--- src/rtl/cpu31_pkg.sv ---
// cpu31_pkg: shared definitions for the multi-cycle CPU controller.
//   - opcode / funct constants for the 31 supported instructions
//   - ALU opcode encoding (shared with the ALU)
//   - FSM state encoding, mux-select encodings
//   - decoded control bundle carried from ID into EX/MEM/WB
package cpu31_pkg;

    // FSM states
    localparam logic [2:0] S_IF   = 3'b000;
    localparam logic [2:0] S_ID   = 3'b001;
    localparam logic [2:0] S_EX   = 3'b010;
    localparam logic [2:0] S_MEM  = 3'b011;
    localparam logic [2:0] S_WB   = 3'b100;
    localparam logic [2:0] S_HALT = 3'b101;

    // ALU opcodes
    localparam logic [3:0] ALU_ADD  = 4'b0000;
    localparam logic [3:0] ALU_ADDU = 4'b0001;
    localparam logic [3:0] ALU_SUB  = 4'b0010;
    localparam logic [3:0] ALU_SUBU = 4'b0011;
    localparam logic [3:0] ALU_AND  = 4'b0100;
    localparam logic [3:0] ALU_OR   = 4'b0101;
    localparam logic [3:0] ALU_XOR  = 4'b0110;
    localparam logic [3:0] ALU_NOR  = 4'b0111;
    localparam logic [3:0] ALU_SLT  = 4'b1000;
    localparam logic [3:0] ALU_SLTU = 4'b1001;
    localparam logic [3:0] ALU_SLL  = 4'b1010;
    localparam logic [3:0] ALU_SRL  = 4'b1011;
    localparam logic [3:0] ALU_SRA  = 4'b1100;
    localparam logic [3:0] ALU_LUI  = 4'b1101;

    // Opcodes
    localparam logic [5:0] OP_RTYPE = 6'h00;
    localparam logic [5:0] OP_J     = 6'h02;
    localparam logic [5:0] OP_JAL   = 6'h03;
    localparam logic [5:0] OP_BEQ   = 6'h04;
    localparam logic [5:0] OP_BNE   = 6'h05;
    localparam logic [5:0] OP_ADDI  = 6'h08;
    localparam logic [5:0] OP_ADDIU = 6'h09;
    localparam logic [5:0] OP_SLTI  = 6'h0A;
    localparam logic [5:0] OP_SLTIU = 6'h0B;
    localparam logic [5:0] OP_ANDI  = 6'h0C;
    localparam logic [5:0] OP_ORI   = 6'h0D;
    localparam logic [5:0] OP_XORI  = 6'h0E;
    localparam logic [5:0] OP_LUI   = 6'h0F;
    localparam logic [5:0] OP_LW    = 6'h23;
    localparam logic [5:0] OP_SW    = 6'h2B;

    // R-type funct codes
    localparam logic [5:0] FN_SLL  = 6'h00;
    localparam logic [5:0] FN_SRL  = 6'h02;
    localparam logic [5:0] FN_SRA  = 6'h03;
    localparam logic [5:0] FN_SLLV = 6'h04;
    localparam logic [5:0] FN_SRLV = 6'h06;
    localparam logic [5:0] FN_SRAV = 6'h07;
    localparam logic [5:0] FN_JR   = 6'h08;
    localparam logic [5:0] FN_ADD  = 6'h20;
    localparam logic [5:0] FN_ADDU = 6'h21;
    localparam logic [5:0] FN_SUB  = 6'h22;
    localparam logic [5:0] FN_SUBU = 6'h23;
    localparam logic [5:0] FN_AND  = 6'h24;
    localparam logic [5:0] FN_OR   = 6'h25;
    localparam logic [5:0] FN_XOR  = 6'h26;
    localparam logic [5:0] FN_NOR  = 6'h27;
    localparam logic [5:0] FN_SLT  = 6'h2A;
    localparam logic [5:0] FN_SLTU = 6'h2B;

    // Mux selects
    localparam logic [1:0] B_RT    = 2'd0;
    localparam logic [1:0] B_SEXT  = 2'd1;
    localparam logic [1:0] B_ZEXT  = 2'd2;
    localparam logic [1:0] PC_INC  = 2'd0;
    localparam logic [1:0] PC_BR   = 2'd1;
    localparam logic [1:0] PC_JMP  = 2'd2;
    localparam logic [1:0] PC_RS   = 2'd3;
    localparam logic [1:0] WA_RD   = 2'd0;
    localparam logic [1:0] WA_RT   = 2'd1;
    localparam logic [1:0] WA_R31  = 2'd2;
    localparam logic [1:0] WD_ALU  = 2'd0;
    localparam logic [1:0] WD_MEM  = 2'd1;
    localparam logic [1:0] WD_PC4  = 2'd2;

    // Instruction class: selects the EX/MEM/WB path through the FSM
    typedef enum logic [2:0] {
        K_ALU = 3'd0,
        K_LW  = 3'd1,
        K_SW  = 3'd2,
        K_BEQ = 3'd3,
        K_BNE = 3'd4,
        K_J   = 3'd5,
        K_JR  = 3'd6,
        K_JAL = 3'd7
    } kind_t;

    typedef struct packed {
        kind_t      kind;
        logic [3:0] aluc;
        logic       a_sel;
        logic [1:0] b_sel;
        logic [1:0] waddr_sel;
        logic [1:0] wdata_sel;
        logic       ovf_en;     // overflow suppresses the write-back
    } ctrl_t;

endpackage

--- src/rtl/cpu_decode.sv ---
// cpu_decode: combinational instruction decoder.
//   instr   in  32  instruction word
//   ctrl    out     decoded control bundle (ctrl_t)
//   illegal out 1   opcode/funct not in the supported set
module cpu_decode
    import cpu31_pkg::*;
(
    input  logic [31:0] instr,
    output ctrl_t       ctrl,
    output logic        illegal
);

    logic [5:0] op;
    logic [5:0] fn;
    logic       unused_fields;

    assign op = instr[31:26];
    assign fn = instr[5:0];
    // register/immediate fields are consumed by the datapath, not here
    assign unused_fields = ^instr[25:6];

    always_comb begin
        ctrl    = '0;
        illegal = 1'b0;
        case (op)
            OP_RTYPE: begin
                ctrl.waddr_sel = WA_RD;
                ctrl.wdata_sel = WD_ALU;
                case (fn)
                    FN_ADD:  begin ctrl.aluc = ALU_ADD; ctrl.ovf_en = 1'b1; end
                    FN_ADDU: ctrl.aluc = ALU_ADDU;
                    FN_SUB:  begin ctrl.aluc = ALU_SUB; ctrl.ovf_en = 1'b1; end
                    FN_SUBU: ctrl.aluc = ALU_SUBU;
                    FN_AND:  ctrl.aluc = ALU_AND;
                    FN_OR:   ctrl.aluc = ALU_OR;
                    FN_XOR:  ctrl.aluc = ALU_XOR;
                    FN_NOR:  ctrl.aluc = ALU_NOR;
                    FN_SLT:  ctrl.aluc = ALU_SLT;
                    FN_SLTU: ctrl.aluc = ALU_SLTU;
                    FN_SLL:  begin ctrl.aluc = ALU_SLL; ctrl.a_sel = 1'b1; end
                    FN_SRL:  begin ctrl.aluc = ALU_SRL; ctrl.a_sel = 1'b1; end
                    FN_SRA:  begin ctrl.aluc = ALU_SRA; ctrl.a_sel = 1'b1; end
                    FN_SLLV: ctrl.aluc = ALU_SLL;
                    FN_SRLV: ctrl.aluc = ALU_SRL;
                    FN_SRAV: ctrl.aluc = ALU_SRA;
                    FN_JR:   ctrl.kind = K_JR;
                    default: illegal = 1'b1;
                endcase
            end
            OP_ADDI:  begin ctrl.aluc = ALU_ADD;  ctrl.b_sel = B_SEXT; ctrl.ovf_en = 1'b1;
                            ctrl.waddr_sel = WA_RT; end
            OP_ADDIU: begin ctrl.aluc = ALU_ADDU; ctrl.b_sel = B_SEXT; ctrl.waddr_sel = WA_RT; end
            OP_SLTI:  begin ctrl.aluc = ALU_SLT;  ctrl.b_sel = B_SEXT; ctrl.waddr_sel = WA_RT; end
            OP_SLTIU: begin ctrl.aluc = ALU_SLTU; ctrl.b_sel = B_SEXT; ctrl.waddr_sel = WA_RT; end
            OP_ANDI:  begin ctrl.aluc = ALU_AND;  ctrl.b_sel = B_ZEXT; ctrl.waddr_sel = WA_RT; end
            OP_ORI:   begin ctrl.aluc = ALU_OR;   ctrl.b_sel = B_ZEXT; ctrl.waddr_sel = WA_RT; end
            OP_XORI:  begin ctrl.aluc = ALU_XOR;  ctrl.b_sel = B_ZEXT; ctrl.waddr_sel = WA_RT; end
            OP_LUI:   begin ctrl.aluc = ALU_LUI;  ctrl.b_sel = B_ZEXT; ctrl.waddr_sel = WA_RT; end
            OP_LW: begin
                ctrl.kind      = K_LW;
                ctrl.aluc      = ALU_ADD;
                ctrl.b_sel     = B_SEXT;
                ctrl.waddr_sel = WA_RT;
                ctrl.wdata_sel = WD_MEM;
            end
            OP_SW:  begin ctrl.kind = K_SW; ctrl.aluc = ALU_ADD; ctrl.b_sel = B_SEXT; end
            OP_BEQ: begin ctrl.kind = K_BEQ; ctrl.aluc = ALU_SUB; end
            OP_BNE: begin ctrl.kind = K_BNE; ctrl.aluc = ALU_SUB; end
            OP_J:   ctrl.kind = K_J;
            OP_JAL: begin
                ctrl.kind      = K_JAL;
                ctrl.waddr_sel = WA_R31;
                ctrl.wdata_sel = WD_PC4;
            end
            default: illegal = 1'b1;
        endcase
    end

endmodule

--- src/rtl/cpu_ctrl_fsm.sv ---
// cpu_ctrl_fsm: multi-cycle controller (IF/ID/EX/MEM/WB/HALT).
//   clk, rst (sync, active-high)
//   instr, instr_valid         instruction fetch handshake
//   zero, overflow             ALU flags, sampled in EX
//   aluc, alu_a_sel, alu_b_sel ALU controls (EX only)
//   ir_we, pc_we, pc_src       fetch / PC update
//   dmem_re, dmem_we           data memory strobes (MEM only)
//   rf_we, rf_waddr_sel, rf_wdata_sel  register write-back (WB only)
//   state                      current state, debug
//   illegal                    sticky unsupported-instruction flag
module cpu_ctrl_fsm
    import cpu31_pkg::*;
(
    input  logic        clk,
    input  logic        rst,
    input  logic [31:0] instr,
    input  logic        instr_valid,
    input  logic        zero,
    input  logic        overflow,
    output logic [3:0]  aluc,
    output logic        alu_a_sel,
    output logic [1:0]  alu_b_sel,
    output logic        ir_we,
    output logic        pc_we,
    output logic [1:0]  pc_src,
    output logic        dmem_re,
    output logic        dmem_we,
    output logic        rf_we,
    output logic [1:0]  rf_waddr_sel,
    output logic [1:0]  rf_wdata_sel,
    output logic [2:0]  state,
    output logic        illegal
);

    logic [31:0] ir_q;
    ctrl_t       ctrl_q;
    ctrl_t       dec_ctrl;
    logic        dec_illegal;
    logic        ovf_q;
    logic        illegal_q;

    cpu_decode u_dec (
        .instr   (ir_q),
        .ctrl    (dec_ctrl),
        .illegal (dec_illegal)
    );

    always_ff @(posedge clk) begin
        if (rst) begin
            state     <= S_IF;
            ir_q      <= '0;
            ctrl_q    <= '0;
            ovf_q     <= 1'b0;
            illegal_q <= 1'b0;
        end else begin
            case (state)
                S_IF: if (instr_valid) begin
                    ir_q  <= instr;
                    state <= S_ID;
                end
                S_ID: begin
                    ctrl_q <= dec_ctrl;
                    if (dec_illegal) begin
                        illegal_q <= 1'b1;
                        state     <= S_HALT;
                    end else begin
                        state <= S_EX;
                    end
                end
                S_EX: begin
                    ovf_q <= overflow & ctrl_q.ovf_en;
                    case (ctrl_q.kind)
                        K_LW, K_SW:              state <= S_MEM;
                        K_BEQ, K_BNE, K_J, K_JR: state <= S_IF;
                        default:                 state <= S_WB;  // ALU ops, jal
                    endcase
                end
                S_MEM:  state <= (ctrl_q.kind == K_LW) ? S_WB : S_IF;
                S_WB:   state <= S_IF;
                S_HALT: state <= S_HALT;
                default: state <= S_IF;
            endcase
        end
    end

    assign illegal = illegal_q;

    // Outputs are decoded from state; forcing them low while rst is high
    // keeps a reset that lands mid-instruction from leaking a strobe.
    always_comb begin
        aluc         = '0;
        alu_a_sel    = 1'b0;
        alu_b_sel    = '0;
        ir_we        = 1'b0;
        pc_we        = 1'b0;
        pc_src       = PC_INC;
        dmem_re      = 1'b0;
        dmem_we      = 1'b0;
        rf_we        = 1'b0;
        rf_waddr_sel = '0;
        rf_wdata_sel = '0;
        if (!rst) begin
            case (state)
                S_IF: if (instr_valid) begin
                    ir_we = 1'b1;
                    pc_we = 1'b1;
                end
                S_EX: begin
                    aluc      = ctrl_q.aluc;
                    alu_a_sel = ctrl_q.a_sel;
                    alu_b_sel = ctrl_q.b_sel;
                    case (ctrl_q.kind)
                        K_BEQ: if (zero)  begin pc_we = 1'b1; pc_src = PC_BR; end
                        K_BNE: if (!zero) begin pc_we = 1'b1; pc_src = PC_BR; end
                        K_J, K_JAL: begin pc_we = 1'b1; pc_src = PC_JMP; end
                        K_JR:       begin pc_we = 1'b1; pc_src = PC_RS;  end
                        default: ;
                    endcase
                end
                S_MEM: begin
                    if (ctrl_q.kind == K_LW) dmem_re = 1'b1;
                    else                     dmem_we = 1'b1;
                end
                S_WB: begin
                    rf_we        = ~ovf_q;
                    rf_waddr_sel = ctrl_q.waddr_sel;
                    rf_wdata_sel = ctrl_q.wdata_sel;
                end
                default: ;
            endcase
        end
    end

endmodule
--- config.mk ---
export PLATFORM = sky130hd
export DESIGN_NAME = cpu_ctrl_fsm
export DESIGN_NICKNAME = d
export VERILOG_FILES = /design/src/rtl/cpu31_pkg.sv /design/src/rtl/cpu_decode.sv /design/src/rtl/cpu_ctrl_fsm.sv
export SDC_FILE = /design/constraint.sdc
export NUM_CORES = 1
export LEC_CHECK = 0
export BUFFER_PORTS_ARGS = -buffer_cell sky130_fd_sc_hd__buf_4
export CORE_ASPECT_RATIO = 0.75
export CORE_MARGIN = 4
export CORE_UTILIZATION = 59
export CTS_CLUSTER_SIZE = 14
export DETAILED_ROUTE_END_ITERATION = 10
export MAX_ROUTING_LAYER = met4
export PLACE_DENSITY = 0.86
export RECOVER_POWER = 50
export SKIP_LAST_GASP = 1
export SLEW_MARGIN = 20
export SYNTH_ARGS = -nofsm -noshare
export SYNTH_HDL_FRONTEND = slang
export SYNTH_HIERARCHICAL = 1
export SYNTH_SLANG_ARGS = --single-unit
--- constraint.sdc ---
create_clock -name clk -period 2.7 [get_ports clk]
set_input_delay 0.405 -clock clk [delete_from_list [all_inputs] [get_ports clk]]
set_output_delay 0.405 -clock clk [all_outputs]
set_load 0.005 [all_outputs]
After elaboration in Yosys (flattened, before gate mapping)
Index checks and enable logic that the tools add are counted.
{"block": "classes", "n_eq_ne": 43, "bitwise_logic": 2, "reduce_logical": 20, "mux": 49}
{"operator": "$eq 6x6->1 const B", "count": 12}
{"operator": "$eq 6x4->1 const B", "count": 9}
{"operator": "$pmux 4 s12", "count": 1}
{"operator": "$pmux 4 s9", "count": 1}
{"operator": "$eq 6x3->1 const B", "count": 5}
{"operator": "$eq 6x2->1 const B", "count": 4}
{"operator": "$mux 1", "count": 22}
{"operator": "$pmux 3 s7", "count": 1}
{"operator": "$eq 3x3->1 const B", "count": 6}
{"operator": "$reduce_or 17->1", "count": 1}
{"operator": "$mux 2", "count": 8}
{"operator": "$pmux 3 s5", "count": 1}
{"operator": "$reduce_or 14->1", "count": 1}
{"operator": "$reduce_or 2->1", "count": 7}
{"operator": "$eq 3x2->1 const B", "count": 4}
{"operator": "$logic_not 6->1", "count": 2}
{"operator": "$mux 3", "count": 4}
{"operator": "$pmux 2 s2", "count": 3}
{"operator": "$reduce_or 9->1", "count": 1}
{"operator": "$mux 4", "count": 2}
{"operator": "$pmux 2 s4", "count": 1}
{"operator": "$reduce_or 4->1", "count": 2}
{"operator": "$eq 3x1->1 const B", "count": 2}
{"operator": "$pmux 1 s2", "count": 3}
{"operator": "9 further kinds", "count": 11}
{"block": "totals", "in_bits": 37, "output_inout_bits": 22, "word_cells": 125, "reg_bits": 52}

Longest topological paths before layout
{"block": "depth", "word_depth": 6, "ltp_mapped": 8, "ltp_nobuf": 7}

Hierarchy
The synthesis kept the hierarchy.
{"mod": "cpu_ctrl_fsm", "cells_per_inst": 273, "n_inst": 1, "seq_area_each_um2": 1041.0, "area_each_um2": 2133.3}
{"mod": "cpu_decode", "cells_per_inst": 82, "n_inst": 1, "seq_area_each_um2": 0.0, "area_each_um2": 493.0}

Worst setup path after synthesis
No wires, ideal clock.
{"block": "synth_path", "path_kind": "in2out", "startpoint": "in rst", "endpoint": "out alu_a_sel", "t_arrival_ns": 1.279, "slack_ns": 1.016, "path_buffers": 1, "path_stages": 3, "required_time_ns": 2.295, "path_cell_list": "clkbuf_1 nor4b_1 and2_1"}
{"block": "synth_between", "elab_chain_len": 1}
{"element": "start, declared", "line": "cpu_ctrl_fsm.sv:15", "source": "input logic rst,"}
{"element": "$mux 1", "line": "cpu_ctrl_fsm.sv:102", "source": "if (!rst) begin"}
{"element": "end, declared", "line": "cpu_ctrl_fsm.sv:21", "source": "output logic alu_a_sel,"}
Every way passes these cells.

Worst setup path after layout
{"block": "layout_path", "startpoint": "reg ctrl_q[12] (netlist name)", "endpoint": "out dmem_re"}
{"block": "layout_between", "elab_chain_len": 4}
{"element": "start, declared", "line": "cpu_ctrl_fsm.sv:36", "source": "ctrl_t ctrl_q;"}
{"element": "start signal, assigned", "line": "cpu_ctrl_fsm.sv:62", "source": "ctrl_q <= dec_ctrl;"}
{"element": "$eq 3x1->1", "line": "cpu_ctrl_fsm.sv:121", "source": "if (ctrl_q.kind == K_LW) dmem_re = 1'b1;"}
{"element": "$mux 1", "line": "cpu_ctrl_fsm.sv:121"}
{"element": "$mux 1", "line": "cpu_ctrl_fsm.sv:103", "source": "case (state)"}
{"element": "$mux 1", "line": "cpu_ctrl_fsm.sv:102"}
{"element": "end, declared", "line": "cpu_ctrl_fsm.sv:26", "source": "output logic dmem_re,"}
Every way passes these cells.

==> run summary <==
Antenna cells - 0
WP data required - 2.30 ns
Antenna violations before repair - 0
Setup violators final - 0
CTS Buffer Depth - 2
Cell count after synthesis - 275
RSZ-0062 raised after global routing - false
Yosys warns - 6
Outcome - completed
Clock transition at path regs - 0.07 ns
Core box area - 3060 sq um
Tcrit/Tclk final - 74.5%
CP max FO - 9
Routed Antenna Nets - 0
Post-CTS Resized - 0
Final hold viol count - 0
Critical path cell sequence - or3b_2, nor3_1, buf_4
Syn_nets - 312
Vias in the first global route - 1567
CTS root buf - clkbuf_8
Post-DP HPWL - 3100 um
Buffers on Ports - 38
Die Y - 58.1 um
WP data arrival - 1.61 ns
Setup slack, reg-to-reg - 0.74 ns
Routed WL per cell - 12.9 um
CP max stage delay - 0.51 ns
Initial DRC Count - 167
Initial Util - 64.5%
Row cnt - 17
Largest net degree at the start of global routing - 36
Global placement routability congestion - 0.891
Worst Skew - 0.00553 ns
Final Util - 74.0%
Vias per inst - 5.69
Worst hold-check path type - in -> reg
Commonest non-fill, non-tap cells in the layout - nand2_1 (59), a21oi_1 (43), buf_4 (35)
Critical path class - reg -> out
# Post-CTS Setup Buffers - 0
First-pass GRT wire length - 7080 um
H-tree depth - 2
Synthesis-to-finish area growth - 14.8%
Worst-Skew Late Latency - 0.28 ns
TritonCTS clock tree - built
Die width - 74.8 um
Relative max-transition margin - 44.5%
Leak pwr - 0.000862 uW
GRT Residual Overflow - 0
Crit path buf inv count - 1
Commonest non-fill, non-tap cell in the layout - nand2_1
Detailed-router iteration count before antenna repair - 4
Fin Hold WS - 0.371 ns
Worst vdd ir - 0.436 mV
Fmax - 0.497 GHz
Ratio of cells with drive above 1 in the final layout - 20.1%
Synthesized area - 1980 sq um
Max-Cap Viols - 0
Minimum clock period - 2.01 ns
Overall global routing resource usage - 21.2%
Filler cells - 261
Residual DRC count - 0
Routed wire length - 4260 um
Setup crit end kind - primary output
Power density over the cells - 606 nW/um^2
Die area - 4350 sq um
Via count - 1885
Slew @ Worst Pin - 0.829 ns
Kind of cell adding the most delay to the critical path - simple AND/OR/NAND/NOR gates
Hold bufs inserted after CTS - 0
Worst Setup Start Kind - register
Clock sinks - 32
Max Slew Vio Count - 0
TNS Setup - 0 ns
Fin nets - 330
Crit path max-delay cell type - or3b_2
PnR Total Power - 1370 uW
CTS buffer count - 5
IO Pins - 59
Syn avg cell area - 7.18 sq um
per-layer routing:
layer | vias to the layer above | track usage, % | routed length (um)
met3 | 4 | 5.20 | 265
li1 | 977 | - | -
met2 | 52 | 29.8 | 1830
met5 | - | - | 0
met1 | 852 | 30.5 | 2130
met4 | 0 | 4.57 | 32
cell type report:
| type | instances | area (sq um) | share of cell area [%] |
|---|---|---|---|
| clock buffer | 7 | 96.3 | 4.25 |
| tap | 38 | 47.5 | 2.10 |
| inverter | 7 | 26.3 | 1.16 |
| multi-input combinational | 205 | 1140 | 50.3 |
| timing repair buffer | 42 | 315 | 13.9 |
| sequential | 32 | 641 | 28.3 |
report_power, final:
part,switching (uW),internal [uW]
logic,209,169
registers,88.2,516
clock network,166,227
total,463,912
worst reg2reg max path, stage by stage (launching register included):
cell and delay (ns):
dfxtp_1 0.76, nor2_1 0.19, a21oi_1 0.20, o211ai_1 0.09, a31o_2 0.26, inv_1 0.06
a21oi_1 0.05, o31a_1 0.25
flip-flops by register name (all words and copies together), names as in the netlist:
| register | flops |
|---|---|
| ir_q | 12 |
| illegal | 1 |
| ctrl_q | 15 |
| ovf_q | 1 |
| state | 3 |
metrics by stage:
stage                     instance area (sq um)  setup slack [ns]  std cells
final                                      2270             0.688        331
after global routing                       2270             0.509        331
after CTS                                  2270             0.672        331
after detailed placement                   2170             0.784        324
after global placement                     2170             0.804        324
after floorplan                            1980              1.02        275
path summary, 6_finish.rpt:
| check | cells past startpoint | endpoint | from |
|---|---|---|---|
| setup / recovery | 3 | dmem_re | ctrl_q[12] |
| setup reg to reg | 7 | state[0] | ir_q[29] |
| hold reg to reg | 2 | ctrl_q[9] | ctrl_q[9] |
| hold / removal | 3 | ir_q[2] | instr[2] |
Note: power is estimated with default switching activity, not from simulation.
